===== config.mk =====
export PLATFORM = sky130hd
export DESIGN_NAME = trace_capture_ctrl
export DESIGN_NICKNAME = d
export VERILOG_FILES = /design/src/rtl/trace_capture_ctrl.sv
export SDC_FILE = /design/constraint.sdc
export NUM_CORES = 1
export LEC_CHECK = 0
export BUFFER_PORTS_ARGS = -buffer_cell sky130_fd_sc_hd__buf_4
export CORE_MARGIN = 5
export CORE_UTILIZATION = 41
export CTS_BUF_LIST = sky130_fd_sc_hd__clkbuf_8
export DETAILED_ROUTE_END_ITERATION = 7
export GPL_TIMING_DRIVEN = 0
export HOLD_SLACK_MARGIN = 0.08
export PLACE_DENSITY = 0.87
export SLEW_MARGIN = 20
export SYNTH_ARGS = -nofsm -noshare
export SYNTH_HDL_FRONTEND = slang
export SYNTH_SLANG_ARGS = --single-unit

===== constraint.sdc =====
create_clock -name clk -period 1.8 [get_ports clk]
set_input_delay 0.36 -clock clk [delete_from_list [all_inputs] [get_ports clk]]
set_output_delay 0.36 -clock clk [all_outputs]
set_load 0.01 [all_outputs]

===== src/rtl/trace_capture_ctrl.sv =====
// Trigger-and-capture front end for trace_buffer: selects one tile's flit stream,
// streams it into the buffer while armed, and freezes a window around a mask/value trigger.
module trace_capture_ctrl #(
   parameter int Fpay     = 32,
   parameter int Tile_num = 4,
   parameter int TB_SIZE  = 512,
   parameter int Aw       = $clog2(TB_SIZE)
) (
   input  logic                     clk,
   input  logic                     reset,
   input  logic [Tile_num*Fpay-1:0] flit_in,
   input  logic [Tile_num-1:0]      flit_wr,
   input  logic [Tile_num-1:0]      ip_select,
   input  logic                     arm,
   input  logic [Fpay-1:0]          trig_mask,
   input  logic [Fpay-1:0]          trig_value,
   input  logic [Aw-1:0]            post_count,
   output logic [Fpay-1:0]          tb_din,
   output logic                     tb_wr_en,
   output logic [Aw-1:0]            trig_idx,
   output logic [Aw-1:0]            wr_idx,
   output logic                     wrapped,
   output logic [1:0]               state,
   output logic                     done
);

   localparam logic [1:0] IDLE  = 2'b00;
   localparam logic [1:0] ARMED = 2'b01;
   localparam logic [1:0] POST  = 2'b10;
   localparam logic [1:0] DONE  = 2'b11;

   logic [Fpay-1:0] tile_flit [Tile_num];
   logic [Fpay-1:0] sel_flit;
   logic            one_hot;
   logic            sel_valid;
   logic            hit;
   logic            capture;

   logic [1:0]      state_reg;
   logic [Fpay-1:0] tb_din_reg;
   logic            tb_wr_en_reg;
   logic [Aw-1:0]   trig_idx_reg;
   logic [Aw-1:0]   wr_idx_reg;
   logic            wrapped_reg;
   logic [Aw-1:0]   post_cnt_reg;

   genvar gi;
   generate
      for (gi = 0; gi < Tile_num; gi++) begin : g_tile
         assign tile_flit[gi] = flit_in[gi*Fpay +: Fpay] & {Fpay{ip_select[gi]}};
      end
   endgenerate

   // Masked OR-mux is only meaningful for a one-hot select; sel_valid gates everything else.
   always_comb begin
      sel_flit = '0;
      for (int i = 0; i < Tile_num; i++) begin
         sel_flit = sel_flit | tile_flit[i];
      end
   end

   assign one_hot   = (ip_select != '0) && ((ip_select & (ip_select - Tile_num'(1))) == '0);
   assign sel_valid = one_hot && ((flit_wr & ip_select) != '0);
   assign hit       = sel_valid && ((sel_flit & trig_mask) == (trig_value & trig_mask));
   assign capture   = arm && sel_valid && ((state_reg == ARMED) || (state_reg == POST));

   always_ff @(posedge clk or negedge reset) begin
      if (!reset) begin
         state_reg    <= IDLE;
         tb_din_reg   <= '0;
         tb_wr_en_reg <= 1'b0;
         trig_idx_reg <= '0;
         wr_idx_reg   <= '0;
         wrapped_reg  <= 1'b0;
         post_cnt_reg <= '0;
      end else begin
         tb_wr_en_reg <= capture;
         if (capture) begin
            tb_din_reg <= sel_flit;
            wr_idx_reg <= wr_idx_reg + Aw'(1);
            if (wr_idx_reg == Aw'(TB_SIZE - 1)) begin
               wrapped_reg <= 1'b1;
            end
         end
         case (state_reg)
            IDLE: begin
               // wr_idx keeps following the buffer pointer, so only wrapped restarts here.
               if (arm) begin
                  state_reg   <= ARMED;
                  wrapped_reg <= 1'b0;
               end
            end
            ARMED: begin
               if (!arm) begin
                  state_reg <= IDLE;
               end else if (hit) begin
                  trig_idx_reg <= wr_idx_reg;
                  post_cnt_reg <= post_count;
                  state_reg    <= (post_count == '0) ? DONE : POST;
               end
            end
            POST: begin
               if (!arm) begin
                  state_reg <= IDLE;
               end else if (sel_valid) begin
                  post_cnt_reg <= post_cnt_reg - Aw'(1);
                  if (post_cnt_reg == Aw'(1)) begin
                     state_reg <= DONE;
                  end
               end
            end
            default: begin
               if (!arm) begin
                  state_reg <= IDLE;
               end
            end
         endcase
      end
   end

   assign tb_din   = tb_din_reg;
   assign tb_wr_en = tb_wr_en_reg;
   assign trig_idx = trig_idx_reg;
   assign wr_idx   = wr_idx_reg;
   assign wrapped  = wrapped_reg;
   assign state    = state_reg;
   assign done     = (state_reg == DONE);

endmodule


==> impl_results.md <==
- Internal power: 4.49 mW
- WS Path Type: input pin to register
- Hpwl dp: 15400 um
- VDD IR max: 0.000619 V
- Port Buffers: 262
- Setup WS post-layout: -0.636 ns
- Worst-Margin Slew: 0.835 ns
- Fill cells: 626
- Buf/Inv on CP: 3
- Simple-gate share of the synthesized area: 0.169
- Synth top area cells: dfrtp_1 36%, a22o_1 7.6%, a21oi_1 5.0%
- Clock sink count: 63
- FF-to-FF setup slack: -0.35 ns
- DR vias: 5690
- Fin nets: 1007
- Critical path cell sequence: buf_8, buf_6, a22o_1, a221oi_4, mux2i_1, nor4_2, buf_4, and4_4, a31o_4, a31o_4, mux2_2
- GP Congestion: 0.895
- Power Dens Cells: 918 mW/mm2
- Post-layout util: 0.794
- Clock power frac: 0.155
- Worst-Skew Late Latency: 0.35 ns
- Switching power total: 3.07 mW
- Logic gate share of total power: 0.527
- Max Slew Vio Count: 0
- RSZ-0062 raised after global routing: yes
- Synth Area in XOR/XNOR: 0.0361
- Total global routing overflow: 0
- Average wire per standard cell: 24.7 um
- Total CTS buffers: 9
- Arr. time, crit path: 2.66 ns
- Hold Path Class: input pin to asynchronous set/reset pin
- F_max: 0.411 GHz
- Final worst path period need: 2.44 ns
- Row cnt: 37
- Worst Path Required: 2.02 ns
- Run status: finished, violations left
- Max Cap Viol: 0
- Sequential share of power: 0.318
- Endpoint type of the worst setup path: register
- Most used cell, CP: a31o_4
- #FFs+latches synth: 63
- Cell family with most CP delay: compound AO/OA/AOI/OAI gates
- Avg Inst Size Synth: 9.56 um2
- Area of placed instances: 0.00665 mm2
- Vias in the first global route: 5716
- H-Tree Depth: 3
- Adder-Cell Fraction of Synth Area: 0.0229
- Crit share post-route: 1.35
- Clk_skew: 0.0130 ns
- Placed Cells: 855
- Starting density of the core: 0.421
- Worst setup SP type: input pin
- Switch share: 0.406
- Netlist cell types: 45
- Setup-failing EPs final: 63
- Crit path max-delay cell type: mux2_2
- Slew headroom: 0.443
- Setup TNS Final: -19.57 ns
- Largest net degree at the start of global routing: 64
- Synth top area share: 0.361
- Worst slack, placed: -1.37 ns
- CP max FO: 10
- P_leak: 3.75 nW
- # hold bufs at CTS: 0
- Violated checks: setup timing
- Vias per cell: 6.13
- First-pass GRT wire length: 31400 um
- Syn Inst Count: 457
- Final cell count without fillers: 928
- Area growth from synthesis to layout: 88.3%
- Max reg flops: 32
- Root buf cell: clkbuf_8
- Final Instance Area: 0.00823 mm2
- Antenna violations before repair: 0
- CTS tree: built
- Top Ports: 267
- Synth area leader: dfrtp_1
- Initial DRC count: 407
- ANT cells: 0
- Die area: 0.0128 mm2
- Layout cells sized above 1: 0.604
- CP max stage delay: 0.33 ns
- CTS Buffer Depth: 2
- Largest family of logic cells by synthesized area: compound AO/OA/AOI/OAI gates
- Post-route DRC: 0
- GRT Overall Usage: 0.320
- Compound-cell area share of the yosys netlist: 0.281
- Core box area: 0.0104 mm2
- Pre-Repair DR Iteration Count: 5
- Synth warn: 0
- Clk pin slew, worst setup/hold paths: 0.08 ns
- Post-Syn Nets: 677
- Die H: 113 um
- Final Hold Fails: 0
- Post-synthesis sequential area ratio: 0.361
- WL final: 22900 um
- Netlist Area Pre-Place: 0.00437 mm2
- Antenna viol nets, final: 0
- Multiplexer share of the synthesized area: 0.0701
- Die width: 113 um
## power groups by stage
stage                     logic (mW)  clock network [mW]  registers, mW
after floorplan                 1.45                   0           2.45
after global placement          3.03                   0           2.30
after detailed placement        3.12                   0           2.33
after CTS                       3.44                1.17           2.31
after global routing            4.21                1.24           2.46
final                           3.98                1.17           2.40
## what timing repair did
action,4_1_cts,5_1_grt
endpoints found under the hold margin,0,0
resized for setup,73,92
endpoints found under the setup margin,21,63
gates cloned,3,6
pin swaps,13,10
buffers inserted,32,17
## layout make-up
| type | instances | area (um2) | area share |
|---|---|---|---|
| sequential | 63 | 1580 | 0.192 |
| multi-input combinational | 356 | 3230 | 0.392 |
| clock inverter | 7 | 55.1 | 0.00669 |
| inverter | 9 | 33.8 | 0.00411 |
| timing repair buffer | 320 | 2620 | 0.318 |
| clock buffer | 9 | 124 | 0.0151 |
| tap | 136 | 170 | 0.0207 |
| buffer | 28 | 423 | 0.0514 |
## metrics by stage
stage / power, mW / hold WS, ns
floorplan: 3.89 / 0.0644
global placement: 5.33 / 0.475
detailed placement: 5.45 / 0.487
CTS: 6.92 / 0.127
global route: 7.90 / 0.173
finish: 7.56 / 0.113
## layout by cell type, fill, tap and decap left out, drive strengths merged, types with 2 or more instances in the layout
cell	instances
o211ai	2
a221oi	25
nor3	9
dfrtp	63
a31oi	5
xnor2	16
nand3	14
nor2	49
a21oi	44
or3	4
a22o	38
o21a	2
a31o	2
a22oi	9
xor2	2
o2bb2ai	3
o21ai	13
o22ai	3
clkbuf	19
clkinv	2
and3	3
nand4	11
a2111oi	8
mux2i	16
and3b	2
and2	4
buf	338
mux2	13
and4	3
nand2	23
clkinvlp	2
nand2b	17
nor4	2
ha	8
inv	12
## cells by family after synthesis
kind of cell / after synthesis
AOI/OAI and AO/OA: 155
and+or+nand+nor: 146
DFF: 63
buffers and inverters: 38
muxes: 29
xor gates and xnor gates: 18
adders and majority gates: 8
## final timing paths
path / cells past startpoint / end / from
max reg2reg: 7 / post_cnt_reg[8]$_DFFE_PN0P_ / post_cnt_reg[3]$_DFFE_PN0P_
min in group clk: 2 / wrapped$_DFF_PN0_ / arm
min reg2reg: 1 / trig_idx[7]$_DFFE_PN0P_ / trig_idx[7]$_DFFE_PN0P_
max: 11 / state[0]$_DFFE_PN0P_ / ip_select[1]
min: 1 / trig_idx[0]$_DFFE_PN0P_ / reset
max in group asynchronous: 1 / tb_wr_en$_DFF_PN0_ / reset
## worst register-to-register path: cells and delay by family, from the launching register on
| kind | cells | cell delay, ns |
|---|---|---|
| simple gates | 4 | 1.01 |
| compound gates | 3 | 0.65 |
| flops | 1 | 0.41 |
## cell usage after synthesis
| master | count |
|---|---|
| buf_2 | 3 |
| nand2_1 | 23 |
| o31ai_1 | 1 |
| o2bb2ai_1 | 3 |
| or3_1 | 4 |
| a221oi_2 | 14 |
| nand4b_1 | 1 |
| nand4_4 | 1 |
| xnor2_1 | 16 |
| nor3_1 | 9 |
| buf_6 | 15 |
| a221oi_1 | 11 |
| mux2_2 | 13 |
| nand2b_1 | 17 |
| a2111oi_0 | 5 |
| o211ai_1 | 1 |
| a31oi_1 | 5 |
| nand4_1 | 10 |
| o211ai_2 | 1 |
| nor4_1 | 2 |
| a2111oi_2 | 2 |
| nor2_1 | 49 |
| o22ai_1 | 3 |
| nor2b_1 | 1 |
| dfrtp_1 | 63 |
| and3_1 | 3 |
| a21oi_1 | 44 |
| a22o_1 | 38 |
| o21ai_0 | 13 |
| and2_1 | 4 |
| and3b_1 | 2 |
| nor4b_1 | 1 |
| ha_1 | 8 |
| nor3b_1 | 1 |
| inv_1 | 9 |
| a2111oi_4 | 1 |
| o21a_1 | 2 |
| and4_1 | 3 |
| mux2i_1 | 16 |
| xor2_1 | 2 |
| or3b_1 | 1 |
| clkbuf_1 | 11 |
| a31o_2 | 2 |
| nand3_1 | 14 |
| a22oi_1 | 9 |
## per-layer routing
metal | part of all wire | track usage | up-vias
met1 | 0.32 | 0.349 | 2723
met3 | 0.089 | 0.0679 | 141
met2 | 0.51 | 0.566 | 414
li1 | - | - | 2412
met4 | 0.079 | 0.194 | 0
met5 | 0 | 0 | -
Power figures use the tool's default switching activity.
